### src/rtl/neur_pkg.sv
// neur_pkg: shared lane geometry, option bit indices and FSM states for the neural I/O units.
package neur_pkg;
   localparam int N_LANES    = 4;
   localparam int LANE_W     = 32;
   localparam int OPT_SIGNED = 1;
   localparam int OPT_DECOMP = 0;
   typedef enum logic {FILL, FULL} state_t;
endpackage

### src/rtl/neur_half_ext.sv
// neur_half_ext: widens a 16-bit half-word to LANE_W bits, signed or zero extended.
module neur_half_ext #(
   parameter int LANE_W = 32
) (
   input  logic [15:0]       i_half,
   input  logic              i_signed,
   output logic [LANE_W-1:0] o_word
);
   assign o_word = {{(LANE_W-16){i_signed & i_half[15]}}, i_half};
endmodule

### src/rtl/neur_in_unit.sv
// neur_in_unit: assembles 32-bit (optionally two-lane compressed) input words into an
// N_LANES x LANE_W operand vector and hands it over a valid/ready handshake.
module neur_in_unit #(
   parameter int N_LANES = neur_pkg::N_LANES,
   parameter int LANE_W  = neur_pkg::LANE_W
) (
   input  logic                        clk_i,
   input  logic                        rst_i,
   input  logic                        in_valid_i,
   output logic                        in_ready_o,
   input  logic [31:0]                 in_data_i,
   input  logic [1:0]                  in_options_i,
   input  logic                        flush_i,
   output logic                        out_valid_o,
   input  logic                        out_ready_i,
   output logic [N_LANES*LANE_W-1:0]   out_operands_o,
   output logic [$clog2(N_LANES):0]    out_count_o
);
   import neur_pkg::*;
   localparam int PW = $clog2(N_LANES) + 1;
   state_t            r_state;
   logic [LANE_W-1:0] r_lane [N_LANES];
   logic [LANE_W-1:0] r_spill;
   logic              r_spill_v;
   logic [PW-1:0]     r_ptr;
   logic [PW-1:0]     r_count;
   logic [LANE_W-1:0] w_hi;
   logic [LANE_W-1:0] w_lo;
   logic              w_xfer;
   logic              w_decomp;
   logic              w_last;
   logic [PW-1:0]     w_ptr_nxt;
   logic              w_go_full;
   assign in_ready_o  = (r_state == FILL);
   assign out_valid_o = (r_state == FULL);
   assign out_count_o = r_count;
   assign w_xfer      = in_valid_i & in_ready_o;
   assign w_decomp    = in_options_i[OPT_DECOMP];
   assign w_last      = (r_ptr == PW'(N_LANES - 1));
   // A compressed word at the last lane saturates the pointer; its lower half spills.
   assign w_ptr_nxt   = !w_xfer ? r_ptr :
                        (w_decomp && w_last) ? PW'(N_LANES) :
                        r_ptr + (w_decomp ? PW'(2) : PW'(1));
   assign w_go_full   = (w_ptr_nxt == PW'(N_LANES)) || (flush_i && w_ptr_nxt != '0);
   neur_half_ext #(.LANE_W(LANE_W)) u_ext_hi (
      .i_half(in_data_i[31:16]), .i_signed(in_options_i[OPT_SIGNED]), .o_word(w_hi)
   );
   neur_half_ext #(.LANE_W(LANE_W)) u_ext_lo (
      .i_half(in_data_i[15:0]), .i_signed(in_options_i[OPT_SIGNED]), .o_word(w_lo)
   );
   for (genvar g = 0; g < N_LANES; g++) begin : g_pack
      assign out_operands_o[(N_LANES-1-g)*LANE_W +: LANE_W] = r_lane[g];
   end
   always_ff @(posedge clk_i or posedge rst_i) begin
      if (rst_i) begin
         r_state   <= FILL;
         r_ptr     <= '0;
         r_count   <= '0;
         r_spill   <= '0;
         r_spill_v <= 1'b0;
         for (int k = 0; k < N_LANES; k++) r_lane[k] <= '0;
      end else if (r_state == FILL) begin
         for (int k = 0; k < N_LANES; k++) begin
            if (w_xfer && r_ptr == PW'(k)) r_lane[k] <= w_decomp ? w_hi : in_data_i;
            if (w_xfer && w_decomp && r_ptr + PW'(1) == PW'(k)) r_lane[k] <= w_lo;
         end
         r_ptr <= w_ptr_nxt;
         if (w_xfer && w_decomp && w_last) begin
            r_spill   <= w_lo;
            r_spill_v <= 1'b1;
         end
         if (w_go_full) begin
            r_state <= FULL;
            r_count <= w_ptr_nxt;
         end
      end else if (out_ready_i) begin
         r_state   <= FILL;
         r_count   <= '0;
         r_ptr     <= PW'(r_spill_v);
         r_spill_v <= 1'b0;
         for (int k = 0; k < N_LANES; k++) r_lane[k] <= (k == 0 && r_spill_v) ? r_spill : '0;
      end
   end
endmodule

### config.mk
export PLATFORM = sky130hd
export DESIGN_NAME = neur_in_unit
export DESIGN_NICKNAME = d
export VERILOG_FILES = /design/src/rtl/neur_pkg.sv /design/src/rtl/neur_half_ext.sv /design/src/rtl/neur_in_unit.sv
export SDC_FILE = /design/constraint.sdc
export NUM_CORES = 1
export LEC_CHECK = 0
export CAP_MARGIN = 20
export CORE_MARGIN = 1.5
export CORE_UTILIZATION = 43
export CTS_CLUSTER_DIAMETER = 50
export DETAILED_ROUTE_END_ITERATION = 10
export GPL_ROUTABILITY_DRIVEN = 0
export GPL_TIMING_DRIVEN = 0
export HOLD_SLACK_MARGIN = 0.06
export PLACE_DENSITY = 0.67
export SYNTH_ARGS = -nofsm -noshare
export SYNTH_HDL_FRONTEND = slang
export SYNTH_SLANG_ARGS = --single-unit
### constraint.sdc
create_clock -name clk_i -period 6.44 [get_ports clk_i]
set_clock_uncertainty 0.1 [all_clocks]
set_input_delay 1.288 -clock clk_i [delete_from_list [all_inputs] [get_ports clk_i]]
set_output_delay 1.288 -clock clk_i [all_outputs]
set_load 0.01 [all_outputs]
==> results of run 1 <==
==> cells in the final DEF, fill, tap and decap left out, types with 18 or more instances in the layout <==
cell type        Yosys  layout
clkdlybuf4s50_1      0     170
dfrtp_1            153     153
o21ai_0            117     117
nand2_1             93      93
nor2_1              55      55
inv_1               55      54
a21oi_1             53      53
clkbuf_1            40      44
mux2i_1             33      33
a211oi_1            32      32
a22o_1              19      19
a21o_1              19      19
nand3_1             18      18
==> worst paths after layout <==
| path | startpoint | endpoint | slack, ns | cells after the start |
|---|---|---|---|---|
| setup / recovery | in_options_i[0] | out_valid_o | 2.14 | 11 |
| hold / removal | out_operands_o[39] | out_operands_o[39] | 0.38 | 2 |
| setup reg to reg | r_ptr[0] | out_operands_o[48] | 3.14 | 10 |
| hold reg to reg | out_operands_o[39] | out_operands_o[39] | 0.38 | 2 |
| max in group asynchronous | rst_i | out_operands_o[1] | 4.15 | 3 |
| min in group asynchronous | rst_i | out_operands_o[83] | 1.25 | 2 |
==> tightest hold or removal path: cells and delay by family, from the launching register on <==
family	cells	cell delay, ns
AO/OA/AOI/OAI	1	0.06
flip-flops	1	0.34
AND/OR/NAND/NOR	1	0.04
==> cell families (layout without fill, tap and decap cells) <==
group / Yosys count / count (layout) / share of synthesized area
fa+ha+maj: 3 / 3 / 0.00597
compound gates: 285 / 285 / 0.231
flops: 153 / 153 / 0.507
simple gates: 206 / 206 / 0.121
mux: 50 / 50 / 0.0691
buf+inv: 120 / 320 / 0.0660
==> metal layers <==
layer,GRT usage,wire [microns]
met1,0.404,11300
met2,0.416,11200
met3,0.0569,2090
met4,0.137,929
met5,0,0
==> state kept, by name, summed over array words and instances (netlist names) <==
signal	flops
r_ptr	3
r_spill	17
out_count_o	3
r_spill_v	1
out_valid_o	1
out_operands_o	128
==> stage by stage <==
step	utilization	TNS (ns)	setup WS, ns	power [mW]	area (sq um)
floorplan	-	0	0.931	2.72	7550
global placement	0.553	-195.74	-1.29	3.81	9530
detailed placement	0.555	0	1.76	3.84	9560
CTS	0.586	0	2.20	4.80	10100
global route	0.586	0	1.95	5.08	10100
finish	0.586	0	2.14	4.80	10100
==> cell type report <==
class	count	area share
Tap cell	225	0.0279
Clock buffer	21	0.0436
Multi-Input combinational cell	544	0.319
Clock inverter	8	0.0100
Inverter	56	0.0213
Sequential cell	153	0.379
Timing Repair Buffer	171	0.171
Buffer	64	0.0285
==> power by group through the flow <==
stage               registers [mW]  logic, mW  clock network, mW
floorplan                     1.73      0.993                  0
global placement              1.63       2.18                  0
detailed placement            1.63       2.21                  0
CTS                           1.62       2.22              0.961
global route                  1.66       2.42               1.00
finish                        1.62       2.22              0.955
==> impl_results.md, run 1 <==
- Die width: about 140 microns
- Pre-antenna DRT Iters: 6
- Layout area overhead: 33.9%
- Yosys cell types: 47
- Root Driver: clkbuf_16
- Area fraction of the dominant cell type after synthesis: 0.507
- Post-Synthesis Cells: between 800 and 900
- WP data arrival: between 4 and 5 ns
- Number of core rows: 48
- Final setup vio count: 0
- Post-CTS setup buffer count: 0
- Slowest cell on crit path: clkdlybuf4s50_1
- Post-synthesis sequential area ratio: 0.507
- Placeable core area: between 0.015 and 0.02 sq mm
- Synth Warn #: 0
- Area contributors post-synth: dfrtp_1 51%, o21ai_0 7.8%, nand2_1 4.6%
- Syn Area/Cell: between 9 and 10 sq um
- Maximum VDD drop: roughly 0.24 mV
- Worst-case clock buffer depth: 2
- Initial antenna violation count: 0
- IO Pins: between 150 and 200
- Die ar.: 0.0184 sq mm
- Antenna viol nets, final: 0
- PostCTS Resize Cnt: 0
- Critical path's largest stage delay: 0.54 ns
- Setup repair after global routing missed its margin: no
- Internal cell power: slightly below 3 mW
- WS Path Type: in2reg
- Pleak: roughly 4.6 nW
- # fillers: ~1500
- Hold Crit Class: reg2reg
- Drc violations: 0
- Synthesis-stage register bit count: between 150 and 200
- Switching Power: approximately 1.8 mW
- Ant diodes: 0
- CTS HTree Levels: 4
- Nets: around 1000
- Logic gate share of total power: 0.463
- First-pass GRT wire length: 39000 microns
- Syn nets: ~860
- Crit end category: register
- Non-Filler Instances: roughly 1200
- Final period util: 0.667
- Vias/cell: between 5 and 6
- Grt ovf: 0
- Starting density of the core: 0.438
- Crit-path max FO: 11
- Register share of total power: 0.338
- DP Cell Count: between 1000 and 1500
- Cell Pwr Density: about 470 mW/mm^2
- Top post-synthesis cells by count: 153 x dfrtp_1, 117 x o21ai_0, 93 x nand2_1
- Fin. Hold Viols: 0
- Count leader, synth: dfrtp_1
- WL/cell: ~21 microns
- TritonCTS clock tree: done
- DR vias: approximately 7100
- Largest area contributor in the netlist: dfrtp_1
- CP startpoint kind: input pin
- Area of the multi-input gates: roughly 0.0032 sq mm
- Max Cap Viol: 0
- Clock Latency Late Sink: 0.43 ns
- Sw Ratio: 0.380
- CP Cell Sequence: clkdlybuf4s50_1 > buf_2 > clkinv_1 > clkbuf_1 > ha_1 > inv_1 > fa_1 > nand2b_1 > a21oi_1 > mux2_2 > o21a_1
- Vias in the first global route: between 6000 and 7000
- Die Y: between 100 and 150 microns
- Fmax: approximately 230 MHz
- WP data required: ~6.7 ns
- Clk slew on worst S/H paths: 0.06 ns
- Status: finished clean
- TritonCTS Buffers: 17
- Relative slew margins: 0.364
- Actual slew at the worst max-slew pin: ~0.95 ns
- DRT Wirelength: roughly 26000 microns
- Initial DRC Count: between 600 and 700
- Slew Viols, Final: 0
- Buf/Inv on CP: 5
- CP top delay family: buffers and inverters
- Synth Cell Area: roughly 0.0075 sq mm
- Post-CTS Hold Buffers: 0
- DP HPWL: ~18000 microns
- Hold slack: about 0.38 ns
- TritonCTS Sinks: approximately 150
- Fraction of layout cells with a size suffix above 1: 0.0698
- Dominant synthesized flop cell: dfrtp_1
- Total GRT Usage: 0.284
- Sequential Area: 0.00383 sq mm
- Minimum clock period: 4.30 ns
- Async S/R FF share, synth: 1.00
- I/O Buffers: 170
- Clock Power Share: 0.199
- Largest net degree at the start of global routing: 84
- EDFF count, synth: 0
Power figures use the tool's default switching activity.
==> run 2: changes to the inputs <==
==> constraint.sdc (replaced) <==
create_clock -name clk_i -period 4.14 [get_ports clk_i]
set_clock_uncertainty 0.1 [all_clocks]
set_input_delay 0.828 -clock clk_i [delete_from_list [all_inputs] [get_ports clk_i]]
set_output_delay 0.828 -clock clk_i [all_outputs]
set_load 0.01 [all_outputs]
==> run 2 against run 1 <==
  * Sequential share of layout area is 0.49 points lower
  * Die area did not move
  * Register-to-register slack got worse by 2.3 ns
  * Combinational power increased by 56%
  * Critical path type unchanged
==> impl_results.md, run 2 (synthesis gave the netlist of run 1 again) <==
- Sum of negative setup slack: 0 ns (unchanged)
- PnR worst setup slack: 0.326 ns (-1.82 ns)
- Post-CTS setup buffer count: 0 (unchanged)
- Layout area overhead: 35.6%
- WP data arrival: 4.03 ns (-0.48 ns)
- Fin. Hold Viols: 0 (unchanged)
- DR vias: 7096 (-0.21%)
- Status: finished clean
- Fraction of layout cells with a size suffix above 1: 0.0792 (+0.00937)
- PostCTS Resize Cnt: 0 (unchanged)
- First-pass GRT wire length: 39800 microns (+2.1%)
- Maximum VDD drop: 0.420 mV (+77%)
- DP Worst Slack: -0.0669 ns (-1.82 ns)
- DP Cell Count: 1216 (+0.25%)
- Die Y: 135 microns (unchanged)
- TritonCTS Buffers: 17 (unchanged)
- Number of core rows: 48 (unchanged)
- Minimum clock period: approximately 3.8 ns
- Commonest non-fill, non-tap cell in the layout: clkdlybuf4s50_1
- Largest net degree at the start of global routing: 42 (-50%)
- Grt ovf: 0 (unchanged)
- I/O Buffers: 170 (unchanged)
- Root Driver: clkbuf_16
- Max reg flops: 128 (unchanged)
- TritonCTS clock tree: done
- Non-Filler Instances: 1248 (+0.48%)
- Final Util: 0.594 (+0.00762)
- TritonCTS Sinks: 153 (unchanged)
- Most frequent cells in the layout: 170 x clkdlybuf4s50_1, 153 x dfrtp_1, 117 x o21ai_0
- Vias/cell: 5.69 (-0.69%)
- Fmax: 262 MHz
- Vias in the first global route: 6975 (+2.2%)
- Final setup vio count: 0 (unchanged)
- Slew Viols, Final: 0 (unchanged)
- Actual slew at the worst max-slew pin: 0.908 ns (-0.0405 ns)
- Pre-antenna DRT Iters: 5 (-1)
- Post-CTS Hold Buffers: 0 (unchanged)
- Initial DRC Count: 695 (+8.9%)
- Crit-path max FO: 11 (unchanged)
- Initial antenna violation count: 0 (unchanged)
- Clock Latency Late Sink: 0.43 ns (about the same)
- Setup repair after global routing missed its margin: no
- Antenna viol nets, final: 0 (unchanged)
- Drc violations: 0 (unchanged)
- Die ar.: 0.0184 sq mm (unchanged)
- Hold Crit Class: reg2reg
- DRT Wirelength: 25900 microns (+1.2%)
- # fillers: 1515 (-0.53%)
- Area of placed instances: 0.00961 sq mm (+0.54%)
- Die width: 135 microns (unchanged)
- Total design power: 7.64 mW (+59%)
- WL/cell: 20.7 microns (+0.70%)
- Pleak: 4.67 nW (+1.3%)
- IO Pins: 172 (unchanged)
- Starting density of the core: 0.438 (unchanged)
- Worst-case clock buffer depth: 2 (unchanged)
- CP startpoint kind: input pin
- Nets: 1052 (+0.29%)
- WP data required: 4.36 ns (-2.30 ns)
- Ant diodes: 0 (unchanged)
- Total GRT Usage: 0.290 (+0.00559)
- Max Cap Viol: 0 (unchanged)
- Hold slack: 0.377 ns (+0.000679 ns)
- CTS HTree Levels: 4 (unchanged)
- Placeable core area: 0.0172 sq mm (unchanged)
- Cell Pwr Density: 747 mW/mm^2 (+57%)
- DP HPWL: 18800 microns (+2.1%)
- WS Path Type: in2reg
- Clk slew on worst S/H paths: 0.06 ns (about the same)
- Final instance area: 0.0102 sq mm (+1.3%)
- Relative slew margins: 0.391 (+0.0272)
- Crit end category: register
- Final period util: 0.921
run 2: cell types whose count changed in the layout (fill, tap and decap cells not counted):
cell and delta:
buf_12 +4, clkbuf_1 -4, clkbuf_8 +2, clkinv_4 +2, clkinvlp_4 +2, buf_16 -1, bufinv_16 +1, clkinv_2 -1
inv_6 +1
run 2: cell type report:
type	count	area [sq um]	share of cell area
Buffer	64	288	0.0281
Clock buffer	19	453	0.0442
Clock inverter	13	169	0.0165
Inverter	56	214	0.0209
Multi-Input combinational cell	544	3220	0.315
Sequential cell	153	3830	0.374
Tap cell	225	282	0.0275
Timing Repair Buffer	174	1780	0.174
run 2: report_power, final:
part	internal (mW)	leakage, nW	switching (mW)	total [mW]
clock	0.985	0.292	0.658	1.64
combinational	1.65	2.39	1.82	3.47
sequential	2.11	1.99	0.419	2.53
total	4.74	4.67	2.90	7.64
run 2: layer usage:
layer | up-vias | global-route usage | wire length, microns
li1 | 3238 | - | -
met1 | 3464 | 0.415 | 11400
met2 | 346 | 0.432 | 11700
met3 | 48 | 0.0625 | 2080
met4 | 0 | 0.109 | 685
met5 | - | 0 | 0
run 2: path summary, 6_finish.rpt:
check	start	endpoint	slack (ns)	cells after the start
setup / recovery	in_options_i[0]	out_valid_o	0.33	11
hold / removal	out_operands_o[42]	out_operands_o[42]	0.38	2
setup reg to reg	r_ptr[0]	out_operands_o[0]	0.85	10
hold reg to reg	out_operands_o[42]	out_operands_o[42]	0.38	2
max in group asynchronous	rst_i	out_operands_o[28]	2.16	5
min in group asynchronous	rst_i	out_operands_o[44]	0.71	2
run 2: worst max-delay path: stages:
cell and delay, ns:
clkdlybuf4s50_1 0.54, buf_2 0.31, clkinv_1 0.19, clkbuf_1 0.47, ha_1 0.24, inv_1 0.05
fa_1 0.53, nand2b_1 0.07, a21oi_1 0.24, mux2_2 0.40, o21a_1 0.17
==> run 3: changes to the inputs <==
--- a/config.mk
+++ b/config.mk
@@ -5,7 +5,7 @@
 export SDC_FILE = /design/constraint.sdc
 export NUM_CORES = 1
 export LEC_CHECK = 0
-export CAP_MARGIN = 20
+export CAP_MARGIN = 40
 export CORE_MARGIN = 1.5
 export CORE_UTILIZATION = 43
 export CTS_CLUSTER_DIAMETER = 50
==> run 3 against run 2 <==
  * Via count about the same
  * Worst setup slack worse by 0.030 ns
  * Fmax down 0.79%
  * Register-to-register slack better by 0.05 ns
  * Clock power up 6%
  * Critical path depth down 2
  * Sequential share of layout area down 0.21 points
  * Critical path type unchanged
  * Die area unchanged
  * Global-route usage up 0.25 points
  * Hold slack worse by 0.0014 ns
  * Utilization up 0.34 points
==> impl_results.md, run 3 (synthesis gave the netlist of run 1 again) <==
- Logic gate share of total power: 0.449 (-0.005)
- Internal cell power: 4.86 mW (+2.5%)
- Max reg flops: 128 (unchanged)
- Commonest non-fill, non-tap cell in the layout: clkdlybuf4s50_1
- Buf/Inv on CP: 4 (-1)
- Pre-antenna DRT Iters: 6 (+1)
- R2R cell count: 10 (unchanged)
- Fmax: 260 MHz (-0.79%)
- Register share of total power: 0.326 (-0.005)
- Vias in the first global route: 6949 (-0.37%)
- TritonCTS clock tree: done
- TritonCTS Buffers: 17 (unchanged)
- Final setup vio count: 0 (unchanged)
- Worst-case clock buffer depth: 2 (unchanged)
- Largest net degree at the start of global routing: 36 (-14%)
- Fin. Hold Viols: 0 (unchanged)
- Final Util: 0.597 (+0.00341)
- Grt ovf: 0 (unchanged)
- Actual slew at the worst max-slew pin: 0.868 ns (-0.0392 ns)
- Status: finished clean
- Sum of negative setup slack: 0 ns (unchanged)
- Clock Power Share: 0.224 (+0.009)
- Hold Path Depth: 2 (unchanged)
- Non-Filler Instances: 1249 (+0.080%)
- IO Pins: 172 (unchanged)
- Crit end category: register
- CP Cell Sequence: clkdlybuf4s50_1 > buf_2 > clkinv_1 > clkbuf_1 > fa_1 > nand2b_1 > a21oi_1 > mux2_2 > o21a_1
- Clock Latency Late Sink: 0.43 ns (about the same)
- Cell Pwr Density: 752 mW/mm^2 (+0.65%)
- WS Path Type: in2reg
- Placeable core area: 0.0172 sq mm (unchanged)
- Root Driver: clkbuf_16
- Die ar.: 0.0184 sq mm (unchanged)
- Crit-path max FO: 11 (unchanged)
- WL/cell: 20.7 microns (+0.12%)
- Slowest cell on crit path: fa_1
- I/O Buffers: 170 (unchanged)
- Layout area overhead: 36.4%
- WP data required: 4.36 ns (about the same)
- Pleak: 4.70 nW (+0.73%)
- Maximum VDD drop: 0.467 mV (+11%)
- Hold slack: 0.375 ns (-0.00137 ns)
- Hold Crit Class: reg2reg
- TritonCTS Sinks: 153 (unchanged)
- Die width: 135 microns (unchanged)
- CTS HTree Levels: 4 (unchanged)
- # fillers: 1495 (-1.3%)
- DP Cell Count: 1217 (+0.082%)
- Final instance area: 0.0103 sq mm (+0.57%)
- R2r setup slk: 0.90 ns (+0.05 ns)
- Initial antenna violation count: 0 (unchanged)
- Switching Power: 2.87 mW (-0.90%)
- PnR worst setup slack: 0.295 ns (-0.0303 ns)
- Cell count along the critical path: 9 (-2)
- Number of core rows: 48 (unchanged)
- Clk slew on worst S/H paths: 0.06 ns (about the same)
- Area of placed instances: 0.00964 sq mm (+0.29%)
- Most frequent cells in the layout: 170 x clkdlybuf4s50_1, 153 x dfrtp_1, 117 x o21ai_0
- Die Y: 135 microns (unchanged)
- Post-CTS Hold Buffers: 0 (unchanged)
- Starting density of the core: 0.438 (unchanged)
- CP top delay family: buffers and inverters
- Vias/cell: 5.68 (-0.11%)
- PostCTS Resize Cnt: 0 (unchanged)
- Max Cap Viol: 0 (unchanged)
- Initial DRC Count: 612 (-12%)
- Setup repair after global routing missed its margin: no
- DRT Wirelength: 25900 microns (+0.20%)
- Total GRT Usage: 0.293 (+0.00250)
- DP HPWL: 18800 microns (+0.21%)
- Slew Viols, Final: 0 (unchanged)
- Post-CTS setup buffer count: 0 (unchanged)
- Drc violations: 0 (unchanged)
- Ant diodes: 0 (unchanged)
- Sw Ratio: 0.371 (-0.00797)
- Total design power: 7.74 mW (+1.2%)
- Final period util: 0.929 (+0.00732)
- First-pass GRT wire length: 39900 microns (+0.16%)
- Nets: 1053 (+0.095%)
- WP data arrival: 4.07 ns (+0.04 ns)
- Antenna viol nets, final: 0 (unchanged)
- CP startpoint kind: input pin
- Minimum clock period: 3.84 ns (+0.0303 ns)
- Relative slew margins: 0.417 (+0.0263)
- DR vias: 7094 (-0.028%)
- Fraction of layout cells with a size suffix above 1: 0.0781 (-0.00105)
- Critical path's largest stage delay: 0.65 ns (+0.11 ns)
- DP Worst Slack: -0.0714 ns (-0.00445 ns)
-- run 3: cell count changes in the layout (fill, tap and decap cells not counted), sizes merged --
cell,previous run,this run
clkinvlp,5,3
buf,28,29
clkinv,5,4
inv,56,55
bufinv,3,5
clkbuf,59,61
-- run 3: power by group through the flow --
| stage | combinational, mW | sequential [mW] | clock [mW] |
|---|---|---|---|
| 6_report | 3.48 | 2.53 | 1.74 |
| 4_1_cts | 3.46 | 2.53 | 1.76 |
| 2_1_floorplan | 1.55 | 2.69 | 0 |
| 3_5_place_dp | 3.44 | 2.54 | 0 |
| 3_3_place_gp | 3.39 | 2.54 | 0 |
| 5_1_grt | 3.79 | 2.59 | 1.81 |
-- run 3: cell type report --
| cell class | count | area (sq um) | area share |
|---|---|---|---|
| Sequential cell | 153 | 3830 | 0.372 |
| Multi-Input combinational cell | 544 | 3220 | 0.313 |
| Timing Repair Buffer | 175 | 1810 | 0.176 |
| Clock buffer | 21 | 460 | 0.0447 |
| Buffer | 64 | 288 | 0.0280 |
| Tap cell | 225 | 282 | 0.0273 |
| Inverter | 56 | 214 | 0.0208 |
| Clock inverter | 11 | 193 | 0.0187 |
-- run 3: final timing paths --
kind | start | to
max in group asynchronous | rst_i | out_operands_o[68]
min in group asynchronous | rst_i | out_operands_o[44]
worst min-delay path | out_operands_o[42] | out_operands_o[42]
worst max-delay path | in_options_i[0] | out_valid_o
worst max register to register | r_ptr[0] | out_operands_o[2]
worst min register to register | out_operands_o[42] | out_operands_o[42]
-- run 3: routing by layer --
layer | up-vias | GRT usage | part of all wire
met2 | 344 | 0.430 | 0.45
met1 | 3435 | 0.417 | 0.44
li1 | 3255 | - | -
met5 | - | 0 | 0
met3 | 60 | 0.0711 | 0.079
met4 | 0 | 0.114 | 0.030
-- run 3: tightest hold or removal path, stage by stage, from the launching register on --
cell and delay [ns]:
dfrtp_1 0.34, nand2_1 0.04, o21ai_0 0.06
